===== config.mk =====
export PLATFORM = sky130hd
export DESIGN_NAME = mc_datapath_p
export DESIGN_NICKNAME = d
export VERILOG_FILES = /design/src/rtl/mc_datapath_p_pkg.sv /design/src/rtl/mc_datapath_p_regfile.sv /design/src/rtl/mc_datapath_p.sv
export SDC_FILE = /design/constraint.sdc
export NUM_CORES = 2
export LEC_CHECK = 0
export ABC_AREA = 1
export BUFFER_PORTS_ARGS = -buffer_cell sky130_fd_sc_hd__buf_4
export CAP_MARGIN = 20
export CORE_ASPECT_RATIO = 0.9
export CORE_MARGIN = 2
export CORE_UTILIZATION = 60
export DETAILED_ROUTE_END_ITERATION = 10
export PLACE_DENSITY = 0.78
export SLEW_MARGIN = 20
export SYNTH_ARGS = -nofsm -noshare
export SYNTH_HDL_FRONTEND = slang
export SYNTH_SLANG_ARGS = --single-unit

===== constraint.sdc =====
create_clock -name clk -period 4.1 [get_ports clk]
set_clock_uncertainty 0.05 [all_clocks]
set_input_delay 0.205 -clock clk [delete_from_list [all_inputs] [get_ports clk]]
set_output_delay 0.205 -clock clk [all_outputs]
set_load 0.005 [all_outputs]

===== src/rtl/mc_datapath_p_pkg.sv =====
// Shared encodings and constants for the multicycle ARM-subset datapath.
package mc_pkg;

  localparam int unsigned INSTR_W = 32;
  localparam int unsigned FLAGS_W = 4;
  localparam int unsigned REG_AW  = 4;
  localparam logic [REG_AW-1:0] R15 = 4'd15;

  typedef enum logic [2:0] {
    ALU_ADD  = 3'b000,
    ALU_SUB  = 3'b001,
    ALU_AND  = 3'b010,
    ALU_ORR  = 3'b011,
    ALU_EOR  = 3'b100,
    ALU_MOVB = 3'b101
  } alu_op_t;

  typedef enum logic [1:0] {
    SRCA_A      = 2'b00,
    SRCA_PC     = 2'b01,
    SRCA_ALUOUT = 2'b10,
    SRCA_ZERO   = 2'b11
  } srca_t;

  typedef enum logic [1:0] {
    SRCB_WD   = 2'b00,
    SRCB_IMM  = 2'b01,
    SRCB_FOUR = 2'b10,
    SRCB_ZERO = 2'b11
  } srcb_t;

  typedef enum logic [1:0] {
    RES_ALUOUT    = 2'b00,
    RES_DATA      = 2'b01,
    RES_ALURESULT = 2'b10,
    RES_ZERO      = 2'b11
  } result_t;

  typedef enum logic [1:0] {
    IMM_ZEXT8  = 2'b00,
    IMM_ZEXT12 = 2'b01,
    IMM_BRANCH = 2'b10,
    IMM_ZERO   = 2'b11
  } imm_t;

  typedef struct packed {
    logic n;
    logic z;
    logic c;
    logic v;
  } flags_t;

endpackage


===== src/rtl/mc_datapath_p_regfile.sv =====
// 15-entry register file (R0-R14); R15 reads come from the r15 input, writes to R15 are dropped.
module regfile_p
  import mc_pkg::*;
#(
  parameter int unsigned WIDTH = 32
) (
  input  logic              clk,
  input  logic              stall_n_i,
  input  logic              we_i,
  input  logic [REG_AW-1:0] wa_i,
  input  logic [WIDTH-1:0]  wd_i,
  input  logic [REG_AW-1:0] ra1_i,
  input  logic [REG_AW-1:0] ra2_i,
  input  logic [WIDTH-1:0]  r15_i,
  output logic [WIDTH-1:0]  rd1_c_o,
  output logic [WIDTH-1:0]  rd2_c_o
);

  localparam int unsigned NREGS = 15;

  logic [WIDTH-1:0] rf_q [NREGS];
  logic             wr_en;

  assign wr_en = stall_n_i && we_i && (wa_i != R15);

  // Storage is deliberately not reset; software initialises registers.
  always_ff @(posedge clk) begin
    if (wr_en) begin
      rf_q[wa_i] <= wd_i;
    end
  end

  assign rd1_c_o = (ra1_i == R15) ? r15_i : rf_q[ra1_i];
  assign rd2_c_o = (ra2_i == R15) ? r15_i : rf_q[ra2_i];

endmodule


===== src/rtl/mc_datapath_p.sv =====
// Multicycle ARM-subset datapath: PC, IR/Data, A/WriteData/ALUOut, regfile, ALU, extender, muxes.
module mc_datapath_p
  import mc_pkg::*;
#(
  parameter int unsigned      WIDTH    = 32,
  parameter logic [WIDTH-1:0] RESET_PC = '0
) (
  input  logic               clk,
  input  logic               reset,
  input  logic               MemReady,
  output logic [WIDTH-1:0]   Adr,
  output logic [WIDTH-1:0]   WriteData,
  input  logic [WIDTH-1:0]   ReadData,
  output logic [INSTR_W-1:0] Instr,
  output logic [FLAGS_W-1:0] ALUFlags,
  input  logic               PCWrite,
  input  logic               RegWrite,
  input  logic               IRWrite,
  input  logic               AdrSrc,
  input  logic [1:0]         RegSrc,
  input  logic [1:0]         ALUSrcA,
  input  logic [1:0]         ALUSrcB,
  input  logic [1:0]         ResultSrc,
  input  logic [1:0]         ImmSrc,
  input  logic [2:0]         ALUControl
);

  localparam int unsigned SUM_W = WIDTH + 1;
  localparam int unsigned BR_W  = 26;

  logic                stall_n;
  logic [WIDTH-1:0]    pc_q, pc_d;
  logic [INSTR_W-1:0]  instr_q, instr_d;
  logic [WIDTH-1:0]    data_q, data_d;
  logic [WIDTH-1:0]    a_q, a_d;
  logic [WIDTH-1:0]    wd_q, wd_d;
  logic [WIDTH-1:0]    aluout_q, aluout_d;

  logic [REG_AW-1:0]   ra1, ra2;
  logic [WIDTH-1:0]    rd1, rd2;
  logic [WIDTH-1:0]    src_a, src_b, b_eff, ext_imm;
  logic [WIDTH-1:0]    alu_result, result;
  logic [SUM_W-1:0]    sum;
  logic                is_sub, arith;
  flags_t              flags;

  assign stall_n = MemReady;

  // Next-state for every holding register; the enable is applied in the flop block.
  always_comb begin
    pc_d     = PCWrite ? result : pc_q;
    instr_d  = IRWrite ? ReadData[INSTR_W-1:0] : instr_q;
    data_d   = ReadData;
    a_d      = rd1;
    wd_d     = rd2;
    aluout_d = alu_result;
  end

  always_ff @(posedge clk or negedge reset) begin
    if (!reset) begin
      pc_q     <= RESET_PC;
      instr_q  <= '0;
      data_q   <= '0;
      a_q      <= '0;
      wd_q     <= '0;
      aluout_q <= '0;
    end else if (stall_n) begin
      pc_q     <= pc_d;
      instr_q  <= instr_d;
      data_q   <= data_d;
      a_q      <= a_d;
      wd_q     <= wd_d;
      aluout_q <= aluout_d;
    end
  end

  assign ra1 = RegSrc[0] ? R15 : instr_q[19:16];
  assign ra2 = RegSrc[1] ? instr_q[15:12] : instr_q[3:0];

  regfile_p #(
    .WIDTH (WIDTH)
  ) u_regfile (
    .clk       (clk),
    .stall_n_i (stall_n),
    .we_i      (RegWrite),
    .wa_i      (instr_q[15:12]),
    .wd_i      (result),
    .ra1_i     (ra1),
    .ra2_i     (ra2),
    .r15_i     (result),
    .rd1_c_o   (rd1),
    .rd2_c_o   (rd2)
  );

  // Immediate extender; branch offsets are word offsets sign-extended from bit 23.
  always_comb begin
    ext_imm = '0;
    case (ImmSrc)
      IMM_ZEXT8:  ext_imm = WIDTH'(instr_q[7:0]);
      IMM_ZEXT12: ext_imm = WIDTH'(instr_q[11:0]);
      IMM_BRANCH: ext_imm = {{(WIDTH-BR_W){instr_q[23]}}, instr_q[23:0], 2'b00};
      default:    ext_imm = '0;
    endcase
  end

  always_comb begin
    src_a = '0;
    case (ALUSrcA)
      SRCA_A:      src_a = a_q;
      SRCA_PC:     src_a = pc_q;
      SRCA_ALUOUT: src_a = aluout_q;
      default:     src_a = '0;
    endcase
  end

  always_comb begin
    src_b = '0;
    case (ALUSrcB)
      SRCB_WD:   src_b = wd_q;
      SRCB_IMM:  src_b = ext_imm;
      SRCB_FOUR: src_b = WIDTH'(4);
      default:   src_b = '0;
    endcase
  end

  // Shared adder: SUB is SrcA + ~SrcB + 1, undefined encodings fall back to ADD.
  always_comb begin
    is_sub     = (ALUControl == ALU_SUB);
    b_eff      = is_sub ? ~src_b : src_b;
    sum        = {1'b0, src_a} + {1'b0, b_eff} + SUM_W'(is_sub);
    arith      = 1'b0;
    alu_result = '0;
    case (ALUControl)
      ALU_AND:  alu_result = src_a & src_b;
      ALU_ORR:  alu_result = src_a | src_b;
      ALU_EOR:  alu_result = src_a ^ src_b;
      ALU_MOVB: alu_result = src_b;
      default: begin
        alu_result = sum[WIDTH-1:0];
        arith      = 1'b1;
      end
    endcase
  end

  always_comb begin
    flags.n = alu_result[WIDTH-1];
    flags.z = (alu_result == '0);
    flags.c = arith && sum[WIDTH];
    flags.v = arith && (src_a[WIDTH-1] == b_eff[WIDTH-1])
                    && (sum[WIDTH-1] != src_a[WIDTH-1]);
  end

  always_comb begin
    result = '0;
    case (ResultSrc)
      RES_ALUOUT:    result = aluout_q;
      RES_DATA:      result = data_q;
      RES_ALURESULT: result = alu_result;
      default:       result = '0;
    endcase
  end

  assign Adr       = AdrSrc ? result : pc_q;
  assign WriteData = wd_q;
  assign Instr     = instr_q;
  assign ALUFlags  = flags;

endmodule


==> metrics.txt <==
Synth async-reset ratio 28.57%; first-pass GRT wire length 204.0 mm; row cnt 86; Internal Power 13410 uW; Mapped Area between 30000 and 40000 um^2; WL met2 57.26 mm; Boundary Pins 152; worst hold endpoint pc_q[10]$_DFFE_PN0P_; gr ovfl total 0; Syn-to-layout area delta 19.53%; crit-path cells a221o_1 > xor2_1 > ha_2 > a21oi_4 > o21ai_4 > inv_2 > buf_6 > nor2_2 > o21ai_2 > nand3_1 > nand2_1 > nand2_2 > a21boi_2 > nand3_1 > nor2_1 > nand3_1 > nor2_2 > buf_4; met1 wire length 52.57 mm; fmax between 0.2 and 0.25 GHz; Placeable Area a little over 60000 um^2; Register Area 19230 um^2; Chip Height 239.7 um; via count 35260; gr usage total between 40% and 50%; vias in the first global route ~33000; Crit path top cell by count nand3_1; multi-input logic area 16220 um^2; commonest non-fill, non-tap cell in the layout nand2_1; latest clock arrival within the worst-skew pair about 0.63 ns; Flop pwr share a little over 40%; Root Driver clkbuf_16; CTS tree done; H-Tree Depth 3; Setup violations, final 2; Pwr per Cell Area 463.7 nW/um^2; Tot Pwr approximately 21000 uW; WL met3 21.74 mm; largest net degree at the start of global routing 166; Slew Limit Fails 0; Post-Route WL between 100 and 150 mm; minimum clock period 4.117 ns; antenna-violating nets left 0; Worst Path Required a little under 4 ns; DR DRC count 0; Sw Ratio between 30% and 40%; Filler cells 4521; Core Util, Final about 72%; # nets final 4582; gate count of the mapped netlist 4140; share of cells above drive strength 1 20.10%; slew margin rel. 28.36%; most common flop cell mapped by yosys edfxtp_1; initial drt markers 6250; Worst EP arrival 3.86 ns; Syn Nets 4288; Crit Path Max Fanout 4; #FFs+latches synth between 600 and 700; failing checks negative setup slack; hold path depth 5; reg-to-reg critical path endpoint WriteData[8]$_DFFE_PN0P_; Hold WC Path Type primary input to flop; Clock Power Share a little under 30%; Final Cycle Share 100.4%; CP peak stage delay approximately 0.43 ns; r2r worst-path depth 18; clk sinks 672; most frequent cells in the layout nand2_1, o21ai_0, edfxtp_1; Net Switching 7123 uW; Yosys warning total 0; status complete, but fails checks; Post-synth EDFFs between 400 and 500; Tightest Pin Transition 1.075 ns; vias per std cell around 6.7; Initial Utilization 60.61%; worst hold slack 0.09266 ns; die area about 64000 um^2; CTS clk-pin slew, worst paths 0.06 ns; 1st-pass router iterations 6; Placed Cells 5065; RSZ-0062 raised after global routing yes; Routability Congestion approximately 1.1; Mean Syn Cell Area about 8.9 um^2; worst r2r src WriteData[3]$_DFFE_PN0P_; Cell variety after synth 70; Layout Cells excl Fill 5276; critical path class flop to output pin; initial antenna violation count 4; Die W 265.9 um; top routing layer in use met5; Setup TNS -0.02327 ns; CP endpoint kind output pin; post-DP HPWL 89.70 mm; final worst slack -0.01745 ns; min-delay src PCWrite; Reg2Reg Setup Slack between 0.2 and 0.3 ns; per-cell routed wire length 26.69 um; share of the yosys chip area belonging to registers around 52%; CTS Buffer Depth 3; port bufs 151; startpoint types flop; Comb pwr share 29.7%; Max-Cap Viols 0; leakage ~0.018 uW; Hold Vio Cnt, Final 0; CTS buffer count 70; slowest stage cell, crit path dfrtp_1; Peak VDD IR 0.3776 mV
metrics by stage:
stage | instance area (um^2) | setup WS, ns
3_5_place_dp | 40410 | 0.03977
5_1_grt | 44270 | -0.09480
4_1_cts | 43290 | -0.02134
2_1_floorplan | 37040 | 0.7740
3_3_place_gp | 40410 | -0.05448
6_report | 44280 | -0.01745
area by class of cell:
cell class / instances / share of cell area [%]
repair buffers: 495 / 9.260
clock buffers: 86 / 4.160
diodes: 2 / 0.01130
clock inverters: 34 / 0.6076
well taps: 792 / 2.238
flip-flops and latches: 672 / 43.44
inverters: 421 / 3.654
multi-input cells: 2774 / 36.63
flip-flops by register name (all words and copies together) (netlist names):
signal / flops
aluout_q: 32
pc_q: 32
data_q: 32
a_q: 32
WriteData: 32
u_regfile.rf_q: 480
Instr: 32
how the worst max path moves through the flow:
stage / cells past startpoint / to / slack (ns) / startpoint
2_1_floorplan: 22 / Adr[25] / 0.77 / ALUSrcA[1]
3_3_place_gp: 22 / ALUFlags[2] / -0.05 / ALUSrcB[1]
3_5_place_dp: 24 / Adr[22] / 0.04 / ALUSrcA[1]
4_1_cts: 17 / ALUFlags[2] / -0.02 / Instr[9]$_DFFE_PN0P_
5_1_grt: 18 / Adr[23] / -0.09 / Instr[9]$_DFFE_PN0P_
6_report: 18 / ALUFlags[2] / -0.02 / Instr[9]$_DFFE_PN0P_
power groups by stage:
stage	clock, uW	sequential, uW	combinational, uW
after floorplan	0	8280	2920
after global placement	0	8430	5230
after detailed placement	0	8430	5300
after CTS	6090	8300	5520
after global routing	6350	8340	6440
final	6110	8320	6100
critical path: cells and delay by family, from the launching register on:
family / cells / cell delay (ns)
fa+ha+maj: 1 / 0.37
simple gates: 8 / 0.80
flops: 1 / 0.43
compound gates: 5 / 1.13
xor+xnor: 1 / 0.17
buf+inv: 3 / 0.33
per-layer routing:
layer  up-vias  track usage, %
met3       593           12.23
met2      3017           60.70
met1     16470           60.81
met4         4           23.75
met5         -               0
li1      15170               -
cell usage after synthesis, drive strengths merged, types with 10 or more instances:
library cell | count | area, um^2
nand4 | 18 | 112.6
mux2 | 20 | 225.2
a21oi | 281 | 1451
inv | 416 | 1564
clkbuf | 190 | 713.2
a221oi | 53 | 501.7
buf | 83 | 450.4
edfxtp | 480 | 14410
nand2 | 688 | 2613
xor2 | 36 | 315.3
a22oi | 10 | 116.4
o21ai | 621 | 3127
a31oi | 68 | 425.4
dfrtp | 192 | 4805
nand3 | 241 | 1261
o221ai | 38 | 345.3
o21bai | 17 | 135.1
o22ai | 87 | 550.5
nor2 | 320 | 1256
ha | 95 | 1189
o211ai | 118 | 900.9
logic make-up (layout without fill, tap and decap cells):
logic type,count (synthesis),after routing,synth area share [%]
AOI/OAI and AO/OA,1333,1333,21.34
xor gates and xnor gates,37,37,0.8748
adders and majority gates,96,96,3.263
buffers and inverters,694,1036,7.448
DFF,672,672,51.88
muxes,20,20,0.6080
other,0,2,0
and+or+nand+nor,1288,1288,14.59
repair_timing:
item / CTS / global route
gates resized for setup: 95 / 189
endpoints found under the setup margin: 28 / 29
endpoints found under the hold margin: 145 / 0
pin swaps: 30 / 71
buffers inserted: 19 / 38
hold buffers: 33 / 0
Note: power is estimated with default switching activity, not from simulation.
